--- src/rtl/c4_drop_engine_if.sv ---
// Player move bus: one-cycle move request in, one-cycle resolution pulse out.
interface c4_drop_engine_if;
    logic       move_valid;
    logic [2:0] move_col;
    logic       move_player;
    logic       move_done;
    logic       move_ok;
    logic [2:0] move_row;

    modport master (
        output move_valid, move_col, move_player,
        input  move_done, move_ok, move_row
    );

    modport slave (
        input  move_valid, move_col, move_player,
        output move_done, move_ok, move_row
    );
endinterface

--- src/rtl/c4_drop_engine.sv ---
// Connect-4 move validator, falling-piece sequencer and board store.
// Moves arriving while busy are dropped; the board is read combinationally.
module c4_drop_engine #(
    parameter int ROWS       = 6,
    parameter int COLS       = 7,
    parameter int DROP_TICKS = 1
) (
    input  logic               clk,
    input  logic               rst,
    input  logic               new_game,
    c4_drop_engine_if.slave    mv,
    input  logic [2:0]         rd_row,
    input  logic [2:0]         rd_col,
    output logic [1:0]         rd_cell,
    output logic               cur_player,
    output logic               busy,
    output logic               fall_active,
    output logic [2:0]         fall_row,
    output logic [2:0]         fall_col,
    output logic               board_full
);
    localparam int HW    = $clog2(ROWS + 1);
    localparam int CELLS = ROWS * COLS;
    localparam int CW    = $clog2(CELLS + 1);
    localparam int TW    = (DROP_TICKS > 1) ? $clog2(DROP_TICKS) : 1;

    typedef enum logic [1:0] {IDLE, CHECK, FALL, COMMIT} state_t;

    state_t          state, state_nxt;
    logic [1:0]      board  [ROWS][COLS];
    logic [HW-1:0]   height [COLS];
    logic [CW-1:0]   move_count;
    logic [2:0]      col_q;
    logic            player_q;
    logic [2:0]      target;
    logic [TW-1:0]   tick;
    logic [HW-1:0]   h_sel;
    logic            col_ok;
    logic            reject;
    logic            tick_end;
    logic            do_accept, do_reject, do_commit;

    // Guard the height lookup so an out-of-range column never indexes the array.
    assign col_ok = int'(col_q) < COLS;
    always_comb begin
        h_sel = '0;
        if (col_ok) h_sel = height[col_q];
    end

    assign reject   = !col_ok || (h_sel == HW'(ROWS)) || (player_q != cur_player) || board_full;
    assign tick_end = (tick == TW'(DROP_TICKS - 1));
    assign busy     = (state != IDLE);
    assign fall_active = (state == FALL) || (state == COMMIT);
    assign board_full  = (move_count == CW'(CELLS));

    always_comb begin
        rd_cell = 2'b00;
        if ((int'(rd_row) < ROWS) && (int'(rd_col) < COLS)) rd_cell = board[rd_row][rd_col];
    end

    always_ff @(posedge clk or posedge rst) begin
        if (rst)           state <= IDLE;
        else if (new_game) state <= IDLE;
        else               state <= state_nxt;
    end

    always_comb begin
        state_nxt = state;
        do_accept = 1'b0;
        do_reject = 1'b0;
        do_commit = 1'b0;
        case (state)
            IDLE:   if (mv.move_valid) state_nxt = CHECK;
            CHECK: begin
                if (reject) begin
                    do_reject = 1'b1;
                    state_nxt = IDLE;
                end else begin
                    do_accept = 1'b1;
                    state_nxt = FALL;
                end
            end
            FALL:   if (tick_end && (fall_row == target)) state_nxt = COMMIT;
            COMMIT: begin
                do_commit = 1'b1;
                state_nxt = IDLE;
            end
            default: state_nxt = IDLE;
        endcase
    end

    // Sequencing datapath: request latch, fall position, turn and result pulses.
    always_ff @(posedge clk or posedge rst) begin
        if (rst) begin
            col_q        <= '0;
            player_q     <= 1'b0;
            target       <= '0;
            tick         <= '0;
            fall_row     <= '0;
            fall_col     <= '0;
            cur_player   <= 1'b0;
            move_count   <= '0;
            mv.move_done <= 1'b0;
            mv.move_ok   <= 1'b0;
            mv.move_row  <= '0;
        end else if (new_game) begin
            col_q        <= '0;
            player_q     <= 1'b0;
            target       <= '0;
            tick         <= '0;
            fall_row     <= '0;
            fall_col     <= '0;
            cur_player   <= 1'b0;
            move_count   <= '0;
            mv.move_done <= 1'b0;
            mv.move_ok   <= 1'b0;
            mv.move_row  <= '0;
        end else begin
            mv.move_done <= 1'b0;
            mv.move_ok   <= 1'b0;
            if ((state == IDLE) && mv.move_valid) begin
                col_q    <= mv.move_col;
                player_q <= mv.move_player;
            end
            if (do_reject) begin
                mv.move_done <= 1'b1;
            end
            if (do_accept) begin
                target   <= 3'(h_sel);
                fall_row <= 3'(ROWS - 1);
                fall_col <= col_q;
                tick     <= '0;
            end
            if (state == FALL) begin
                if (tick_end) begin
                    if (fall_row != target) begin
                        fall_row <= fall_row - 3'd1;
                        tick     <= '0;
                    end
                end else begin
                    tick <= tick + 1'b1;
                end
            end
            if (do_commit) begin
                cur_player   <= ~cur_player;
                mv.move_done <= 1'b1;
                mv.move_ok   <= 1'b1;
                mv.move_row  <= target;
                if (move_count != CW'(CELLS)) move_count <= move_count + 1'b1;
            end
        end
    end

    // Board and column heights only change on COMMIT, so an abort never leaves a partial write.
    always_ff @(posedge clk or posedge rst) begin
        if (rst) begin
            for (int r = 0; r < ROWS; r++)
                for (int c = 0; c < COLS; c++)
                    board[r][c] <= 2'b00;
            for (int c = 0; c < COLS; c++) height[c] <= '0;
        end else if (new_game) begin
            for (int r = 0; r < ROWS; r++)
                for (int c = 0; c < COLS; c++)
                    board[r][c] <= 2'b00;
            for (int c = 0; c < COLS; c++) height[c] <= '0;
        end else if (do_commit) begin
            board[target][col_q] <= player_q ? 2'b10 : 2'b01;
            height[col_q]        <= height[col_q] + 1'b1;
        end
    end
endmodule

--- src/flat_wrapper.sv ---
// flat-port wrapper written by rule: the top's interface ports become plain ports
module c4_drop_engine_flat 
#(
    parameter int ROWS       = 6,
    parameter int COLS       = 7,
    parameter int DROP_TICKS = 1
)
  (clk, rst, new_game, rd_row, rd_col, rd_cell, cur_player, busy, fall_active, fall_row, fall_col, board_full, mv_move_valid, mv_move_col, mv_move_player, mv_move_done, mv_move_ok, mv_move_row);
  c4_drop_engine_if mv_i ();
  input  logic clk;
  input  logic rst;
  input  logic new_game;
  input  logic [2:0] rd_row;
  input  logic [2:0] rd_col;
  output logic [1:0] rd_cell;
  output logic cur_player;
  output logic busy;
  output logic fall_active;
  output logic [2:0] fall_row;
  output logic [2:0] fall_col;
  output logic board_full;
  input wire logic [$bits(mv_i.move_valid)-1:0] mv_move_valid;
  input wire logic [$bits(mv_i.move_col)-1:0] mv_move_col;
  input wire logic [$bits(mv_i.move_player)-1:0] mv_move_player;
  output wire logic [$bits(mv_i.move_done)-1:0] mv_move_done;
  output wire logic [$bits(mv_i.move_ok)-1:0] mv_move_ok;
  output wire logic [$bits(mv_i.move_row)-1:0] mv_move_row;
  assign mv_i.move_valid = mv_move_valid;
  assign mv_i.move_col = mv_move_col;
  assign mv_i.move_player = mv_move_player;
  assign mv_move_done = mv_i.move_done;
  assign mv_move_ok = mv_i.move_ok;
  assign mv_move_row = mv_i.move_row;
  c4_drop_engine #(.ROWS(ROWS), .COLS(COLS), .DROP_TICKS(DROP_TICKS)) u_core (.clk(clk), .rst(rst), .new_game(new_game), .mv(mv_i), .rd_row(rd_row), .rd_col(rd_col), .rd_cell(rd_cell), .cur_player(cur_player), .busy(busy), .fall_active(fall_active), .fall_row(fall_row), .fall_col(fall_col), .board_full(board_full));
endmodule
--- config.mk ---
export PLATFORM = sky130hd
export DESIGN_NAME = c4_drop_engine_flat
export DESIGN_NICKNAME = d
export VERILOG_FILES = /design/src/rtl/c4_drop_engine_if.sv /design/src/rtl/c4_drop_engine.sv /design/src/flat_wrapper.sv
export SDC_FILE = /design/constraint.sdc
export NUM_CORES = 1
export LEC_CHECK = 0
export ABC_AREA = 1
export BUFFER_PORTS_ARGS = -buffer_cell sky130_fd_sc_hd__buf_2
export CAP_MARGIN = 25
export CORE_ASPECT_RATIO = 2
export CORE_MARGIN = 5
export CORE_UTILIZATION = 40
export DETAILED_ROUTE_END_ITERATION = 10
export PLACE_DENSITY = 0.58
export SLEW_MARGIN = 20
export SYNTH_ARGS = -nofsm -noshare
export SYNTH_HDL_FRONTEND = slang
export SYNTH_SLANG_ARGS = --single-unit
export TNS_END_PERCENT = 100
--- constraint.sdc ---
create_clock -name clk -period 6.1 [get_ports clk]
set_clock_uncertainty 0.15 [all_clocks]
set_input_delay 0.915 -clock clk [delete_from_list [all_inputs] [get_ports clk]]
set_output_delay 0.915 -clock clk [all_outputs]
set_load 0.02 [all_outputs]
After elaboration in Yosys (flattened, before gate mapping)
Cells that the tools add are included.
{ "word_totals": {"wordCells": 173, "in_bits": 14, "register_bits": 133} }
{ "op_classes": {"n_reduce_logical": 18, "n_addsub": 4, "n_eq_ne": 11, "order_cmp": 9, "n_mux": 64, "bitwise_logic": 6} }
{ "op_table": {"columns": ["operator", "n"], "rows": [
  ["2-to-1 mux 84 bit", 2],
  ["bitwise mux 84 bit", 1],
  ["2-to-1 mux 3 bit", 17],
  ["binary-select mux 14 bit (select 3 bit)", 1],
  ["demux 14 bit (select 3 bit)", 1],
  ["2-to-1 mux 14 bit", 3],
  ["2-to-1 mux 21 bit", 2],
  ["bitwise mux 21 bit", 1],
  ["2-to-1 mux 1 bit", 19],
  ["2-to-1 mux 2 bit", 9],
  ["2-to-1 mux 6 bit", 3],
  ["greater-or-equal comparator 4 bit (second input constant)", 4],
  ["NOT 3 -> 4 bit", 4],
  ["nonzero test 2 bit", 5],
  ["binary-select mux 3 bit (select 3 bit)", 1],
  ["demux 3 bit (select 3 bit)", 1],
  ["less-than comparator 3 bit (second input constant)", 3],
  ["less-than comparator 4 x 1 -> 1 bit (second input constant)", 2],
  ["case mux 2 bit (4 select lines)", 1],
  ["adder 6 x 1 -> 6 bit (second input constant)", 1],
  ["binary-select mux 2 bit (select 3 bit)", 1],
  ["demux 2 bit (select 3 bit)", 1],
  ["== test 6 bit (second input constant)", 1],
  ["inequality test 3 bit (second input constant)", 2],
  ["16 further kinds", 26]
]} }

Logic depth before layout (Yosys ltp)
Gate-level depths: netlist (run 1).
{ "logic_depth": {"depth_word": 16, "depth_mapped": 13} }

Worst setup path after synthesis (run 1)
OpenSTA, ideal clock, no wires.
{ "synth_timing": {"kind": "input-to-output", "start": "in rd_row[0]", "end": "out rd_cell[0]", "required_time_ns": 5.035, "path_slack_ns": 2.867, "arrival_ns": 2.168, "stages": 11, "cell_sequence": "buf_2 > clkinv_1 > clkbuf_1 > nand2_1 > nand3_1 > nand2_1 > nand2_1 > nand2_1 > nor3_1 > nor2_1 > nor2_1"} }
{ "synth_via": {"elab_chain_cells": 8, "word_cells_on_any_way": 10, "classes_between": "order compare (1); mux (7); bitwise (1); reduce/logical (1)"} }
{ "synth_rtl": {"columns": ["item", "line_no", "source"], "rows": [
  ["from (decl)", "flat_wrapper.sv:13", "input logic [2:0] rd_row;"],
  ["NOT 3 -> 4 bit (not written as such)", "c4_drop_engine.sv:58", "if ((int'(rd_row) < ROWS) && (int'(rd_col) < COLS)) rd_cell = board[rd_row][rd_col];"],
  ["binary-select mux 14 bit (select 3 bit)", "c4_drop_engine.sv:58", null],
  ["2-to-1 mux 14 bit (not written as such) (2 in series)", "c4_drop_engine.sv:58", null],
  ["binary-select mux 2 bit (select 3 bit)", "c4_drop_engine.sv:58", null],
  ["2-to-1 mux 2 bit (not written as such) (2 in series)", "c4_drop_engine.sv:58", null],
  ["2-to-1 mux 2 bit (*)", "c4_drop_engine.sv:58", null],
  ["to (decl)", "flat_wrapper.sv:15", "output logic [1:0] rd_cell;"]
]} }
Every way passes the cells marked *; elsewhere a longest branch is shown, timed or not. The select of a mux whose other input is x is not followed.

Worst setup path after layout (run 1)
Same ends and word-level chain as after synthesis.

==> metrics, run 1 <==
first-pass GRT wire length=between 30,000 and 40,000 µm; clock latency on the worst-skew pair=between 400 and 500 ps; drt drc=0; Post-Syn Instances=~900; PwrDens=about 300 mW/mm²; post-synth top area cell=dfrtp_1; Final nets=915; maximum VDD drop=224 µV; io pins=31; Tot GR Track Use=21.8%; setup violators final=0; DR vias/cell=5.46; dpl hpwl=14,100 µm; DRT iter0 DRCs=between 300 and 400; Leak=3.54 nW; Pre-antenna DRT Iters=5; top-area cell type share of the netlist area=between 40% and 50%; RSZ-0062 raised after global routing=false; Final Max Slew Viols=0; number of I/O port buffers=30; critical path cell sequence=buf_2 -> clkinv_1 -> buf_4 -> nand2_1 -> nand3_1 -> nand3_1 -> nand2_1 -> o211ai_1 -> nand2_1 -> nor2_1 -> nor2_1 -> buf_2; gr ovfl total=0; multi-input logic area=0.00290 mm²; layout cell share with drive strength beyond 1=11.2%; Worst-path clk slew=60 ps; Die H=around 190 µm; initial antenna violation count=0; Post-CTS Setup Bufs=0; CP peak stage delay=between 500 and 600 ps; clock sink count=133; CTS Root Cell=clkbuf_16; Worst Max-Slew Pin Slew=1070 ps; Sequential Area=around 0.0033 mm²; Setup Crit Path Kind=in -> out; Hold Crit Class=reg -> reg; crit path max fanout=43; Die W=102 µm; Unique masters post-synth=31; Vias=approximately 6k; most frequent CP cell=nand2_1; Final Hold Fails=0; drt wl/cell=18.1 µm; Post-CTS Resized=0; Starting Density=slightly above 40%; number of global-route vias before repair=6,123; Tcrit/Tclk final=65.7%; Crit path required time=5030 ps; Synth Cell Area=0.00670 mm²; Post-CTS Hold Fix Bufs=0; Post-Syn Area per Cell=7.65 µm²; status=completed; total power=2.33 mW; CP arrival=between 2000 and 3000 ps; antenna diode count=0; Seq/Total Area, Yosys=49.7%; fill count=between 1.5k and 2k; core area=0.0166 mm²; Critical-path top delay cell=buf_2; most frequent cells in the layout=nand2_1, dfrtp_1, o21ai_0; num rows=67; H-tree levels=4; Final ANT Viol Nets=0; Crit. End Element=output pin; Num CTS Buffers=17; Fin Setup TNS=0 ps; DRT Wirelength=20,200 µm; crit path buf inv count=4; startpoint types=input pin; Net Count, Synth=894; Layout area overhead=14.0%; Placer Congestion=0.888; largest net degree at the start of global routing=73; Ys Warns=0; r2r setup slk=3330 ps; Max-Cap Viols=0; max frequency=249 MHz; CTS tree=done; post-layout minimum cycle time=4010 ps; most common cell after layout, fill and taps aside=nand2_1; top post-synthesis cells by area=dfrtp_1, nand2_1, o21ai_0; Max Root-Sink Buffers=2; FF+latch count, synth=133; Rel. slew slack=28.0%; CP top delay family=buffers and inverters; die area=0.0196 mm²
-- cell families (layout without fill, tap and decap cells) --
group | count (synthesis) | count (layout) | synth area share, %
AO/OA/AOI/OAI | 182 | 182 | 14.7
XOR/XNOR | 7 | 7 | 1.03
adder cells (fa/ha/maj) | 4 | 4 | 0.747
buffers and inverters | 122 | 156 | 7.06
flip-flops | 133 | 133 | 49.7
AND/OR/NAND/NOR | 428 | 428 | 26.8
-- cell type report --
class	count	share of cell area, %
clock buffer	17	5.57
clock inverter	15	2.70
multi-input combinational	621	37.9
inverter	90	4.49
tap	207	3.39
sequential	133	43.6
timing repair buffer	34	2.36
-- power breakdown --
part | internal, mW | switching [mW]
clock | 0.687 | 0.413
combinational | 0.0733 | 0.222
sequential | 0.901 | 0.0291
-- synthesized netlist by cell type, drive strengths merged --
cell / n
clkbuf: 19
clkinv: 4
nor2: 74
xor2: 1
a31oi: 1
dfrtp: 133
nand3: 83
a21oi: 22
ha: 4
inv: 86
nor3: 10
o31ai: 3
nor3b: 1
o21ai: 123
buf: 13
nand2: 257
o211ai: 10
a32o: 2
o22ai: 20
xnor2: 6
o21a: 1
nand4: 3
-- sequential cells by signal, summed over array words and instances, names as in the netlist, 2 cells and up --
signal and cells:
u_core.state 2, u_core.fall_col 3, u_core.fall_row 3, u_core.move_count 6, u_core.board 84, u_core.mv.move_row 3, u_core.col_q 3, u_core.height 21
u_core.target 3
-- path summary, 6_finish.rpt --
kind,start,end,depth (start not counted)
max reg2reg,u_core.col_q[0],u_core.height[14],10
max in group asynchronous,rst,u_core.board[28],3
min,u_core.height[2],u_core.height[2],2
min in group asynchronous,rst,u_core.move_count[5],2
min reg2reg,u_core.height[2],u_core.height[2],2
max,rd_row[0],rd_cell[0],12
-- worst register-to-register path: cells and delay by family, from the launching register on --
family          cells  cell delay [ps]
buf+inv             3              550
simple gates        4              490
xor+xnor            1              410
fa+ha+maj           1              240
flops               1              670
compound gates      1              140
-- metrics by stage --
stage	util, %	instances	setup WS, ps	area (µm²)	hold WS, ps
floorplan	-	876	1480	6700	302
global placement	42.2	1085	2170	7010	318
detailed placement	42.2	1085	2130	7010	327
CTS	46.0	1117	2090	7640	342
global route	46.0	1117	1820	7640	358
finish	46.0	1117	2090	7640	341
-- per-layer routing --
metal  wire, µm  track usage, %  vias up  part of all wire (%)
li1           -               -     2914                     -
met1       8270            27.5     2931                    41
met2       9960            35.8      205                    49
met3       1060            3.64       48                   5.2
met4        901            10.7        0                   4.5
met5          0               0        -                     0
Power figures use the tool's default switching activity.
==> run 2, diff against run 1 <==
--- a/config.mk
+++ b/config.mk
@@ -5,7 +5,7 @@
 export SDC_FILE = /design/constraint.sdc
 export NUM_CORES = 1
 export LEC_CHECK = 0
-export ABC_AREA = 1
+export ABC_AREA = 0
 export BUFFER_PORTS_ARGS = -buffer_cell sky130_fd_sc_hd__buf_2
 export CAP_MARGIN = 25
 export CORE_ASPECT_RATIO = 2
==> constraint.sdc (replaced) <==
create_clock -name clk -period 3.8 [get_ports clk]
set_clock_uncertainty 0.15 [all_clocks]
set_input_delay 0.57 -clock clk [delete_from_list [all_inputs] [get_ports clk]]
set_output_delay 0.57 -clock clk [all_outputs]
set_load 0.02 [all_outputs]
==> metrics, run 2 <==
status=completed; most common cell after layout, fill and taps aside=dfrtp_1; post-synth top area cell=dfrtp_1; num rows=68; fill count=1,627; dpl hpwl=14,900 µm; Reg with most FFs=u_core.board; CTS tree=done; Synth Cell Area=between 0.006 and 0.007 mm²; Largest regs=u_core.board: 84 flops, u_core.height: 21 flops, u_core.move_count: 6 flops; max frequency=312 MHz; Fin Setup TNS=0 ps; Post-CTS Setup Bufs=0; Placer Congestion=0.921; maximum VDD drop=331 µV; Num CTS Buffers=17; Tot GR Track Use=22.6%; Final Max Slew Viols=0; Die W=103 µm; drt wl/cell=about 23 µm; Unique masters post-synth=63; DRT iter0 DRCs=391; io pins=31; Max-Cap Viols=0; antenna diode count=0; most frequent cells in the layout=dfrtp_1, a21oi_1, nand2_1; CP arrival=between 2000 and 2500 ps; core area=0.0172 mm²; Worst-path clk slew=around 60 ps; Seq/Total Area, Yosys=47.9%; r2r setup slk=940 ps; post-layout minimum cycle time=3200 ps; RSZ-0062 raised after global routing=false; Setup Crit Path Kind=in -> out; layout cell share with drive strength beyond 1=14.8%; FF-to-FF Start=u_core.col_q[2]; Commonest cells post-synth=dfrtp_1, a21oi_1, nand2_1, nor2_1, o21ai_0; gr ovfl total=0; startpoint types=input pin; Final ANT Viol Nets=0; top post-synthesis cells by area=dfrtp_1, a21oi_1, nand2_1; FF+latch count, synth=133; clock sink count=133; drt drc=0; max FFs per register=84; Hold Crit Class=in -> async; setup violators final=0; Vias=5,818; DR vias/cell=6.12; largest net degree at the start of global routing=70; Worst setup startpoint=rd_row[1]; top-count cell post-synth=dfrtp_1; Post-CTS Resized=0; CTS Root Cell=clkbuf_16; Starting Density=40.4%; die area=0.0203 mm²; initial antenna violation count=0; H-tree levels=4; number of I/O port buffers=30; Post-Syn Area per Cell=9.52 µm²; Layout area overhead=12.5%; Final Hold Fails=0; Tcrit/Tclk final=84.3%; Crit. End Element=output pin; Post-Syn Instances=730; Final nets=746; DRT Wirelength=21,600 µm; multi-input logic area=0.00325 mm²; Ys Warns=0; number of synthesized flops with an enable pin=0; clock latency on the worst-skew pair=~420 ps; total power=3.59 mW; Leak=3.29 nW; Net Count, Synth=748; Sequential Area=0.00333 mm²; PwrDens=between 400 and 500 mW/mm²; Post-synth top flop=dfrtp_1; Die H=196 µm; Max Root-Sink Buffers=2; Rel. slew slack=33.5%; crit path max fanout=20; number of global-route vias before repair=5,861; first-pass GRT wire length=34,300 µm; Post-synth ARST share=100%; Pre-antenna DRT Iters=5; Post-CTS Hold Fix Bufs=0; Worst Max-Slew Pin Slew=997 ps; top-area cell type share of the netlist area=47.9%; Crit path required time=just over 3000 ps
-- run 2: cell type report --
cell class,instances,share of cell area [%]
Timing Repair Buffer,49,3.94
Clock inverter,15,2.58
Multi-Input combinational cell,518,41.6
Clock buffer,17,5.44
Inverter,9,0.480
Tap cell,210,3.36
Sequential cell,133,42.6
-- run 2: kinds of logic after synthesis --
| group | after synthesis | synth area share [%] |
|---|---|---|
| simple gates | 256 | 18.5 |
| mux | 37 | 6.92 |
| xor+xnor | 12 | 1.51 |
| buf+inv | 79 | 5.26 |
| flops | 133 | 47.9 |
| fa+ha+maj | 4 | 0.720 |
| compound gates | 209 | 19.2 |
-- run 2: worst paths after layout --
| kind | endpoint | cells after the start |
|---|---|---|
| setup / recovery | rd_cell[0] | 8 |
| hold / removal | u_core.board[52] | 2 |
| setup reg to reg | u_core.height[11] | 7 |
| hold reg to reg | u_core.height[20] | 2 |
| max in group asynchronous | u_core.player_q | 3 |
| min in group clk | u_core.col_q[1] | 3 |
-- run 2: critical path, cell delays in order --
cell and delay, ps:
buf_2 310, inv_1 340, o221a_2 400, o21a_1 190, a221oi_1 210, a221oi_1 110, o32a_1 200, buf_2 160
-- run 2: report_power, final --
part           switching, mW  total, mW  internal [mW]
Sequential            0.0327       1.46           1.43
Clock                  0.668       1.77           1.10
Combinational          0.252      0.356          0.104
-- run 2: metrics by stage --
stage	cell area (µm²)	worst slack (ps)	hold WS (ps)	std cells	util (%)
4_1_cts	7820	638	128	951	45.5
3_5_place_dp	7190	640	346	919	41.8
5_1_grt	7820	491	165	951	45.5
3_3_place_gp	7190	705	338	919	41.8
6_report	7820	596	107	951	45.5
2_1_floorplan	6950	1100	320	730	-
-- run 2: metal layers --
| metal | global-route usage [%] | routed length, µm |
|---|---|---|
| met1 | 25.6 | 7730 |
| met4 | 14.1 | 1440 |
| met5 | 0 | 0 |
| met3 | 4.11 | 854 |
| met2 | 38.1 | 11500 |
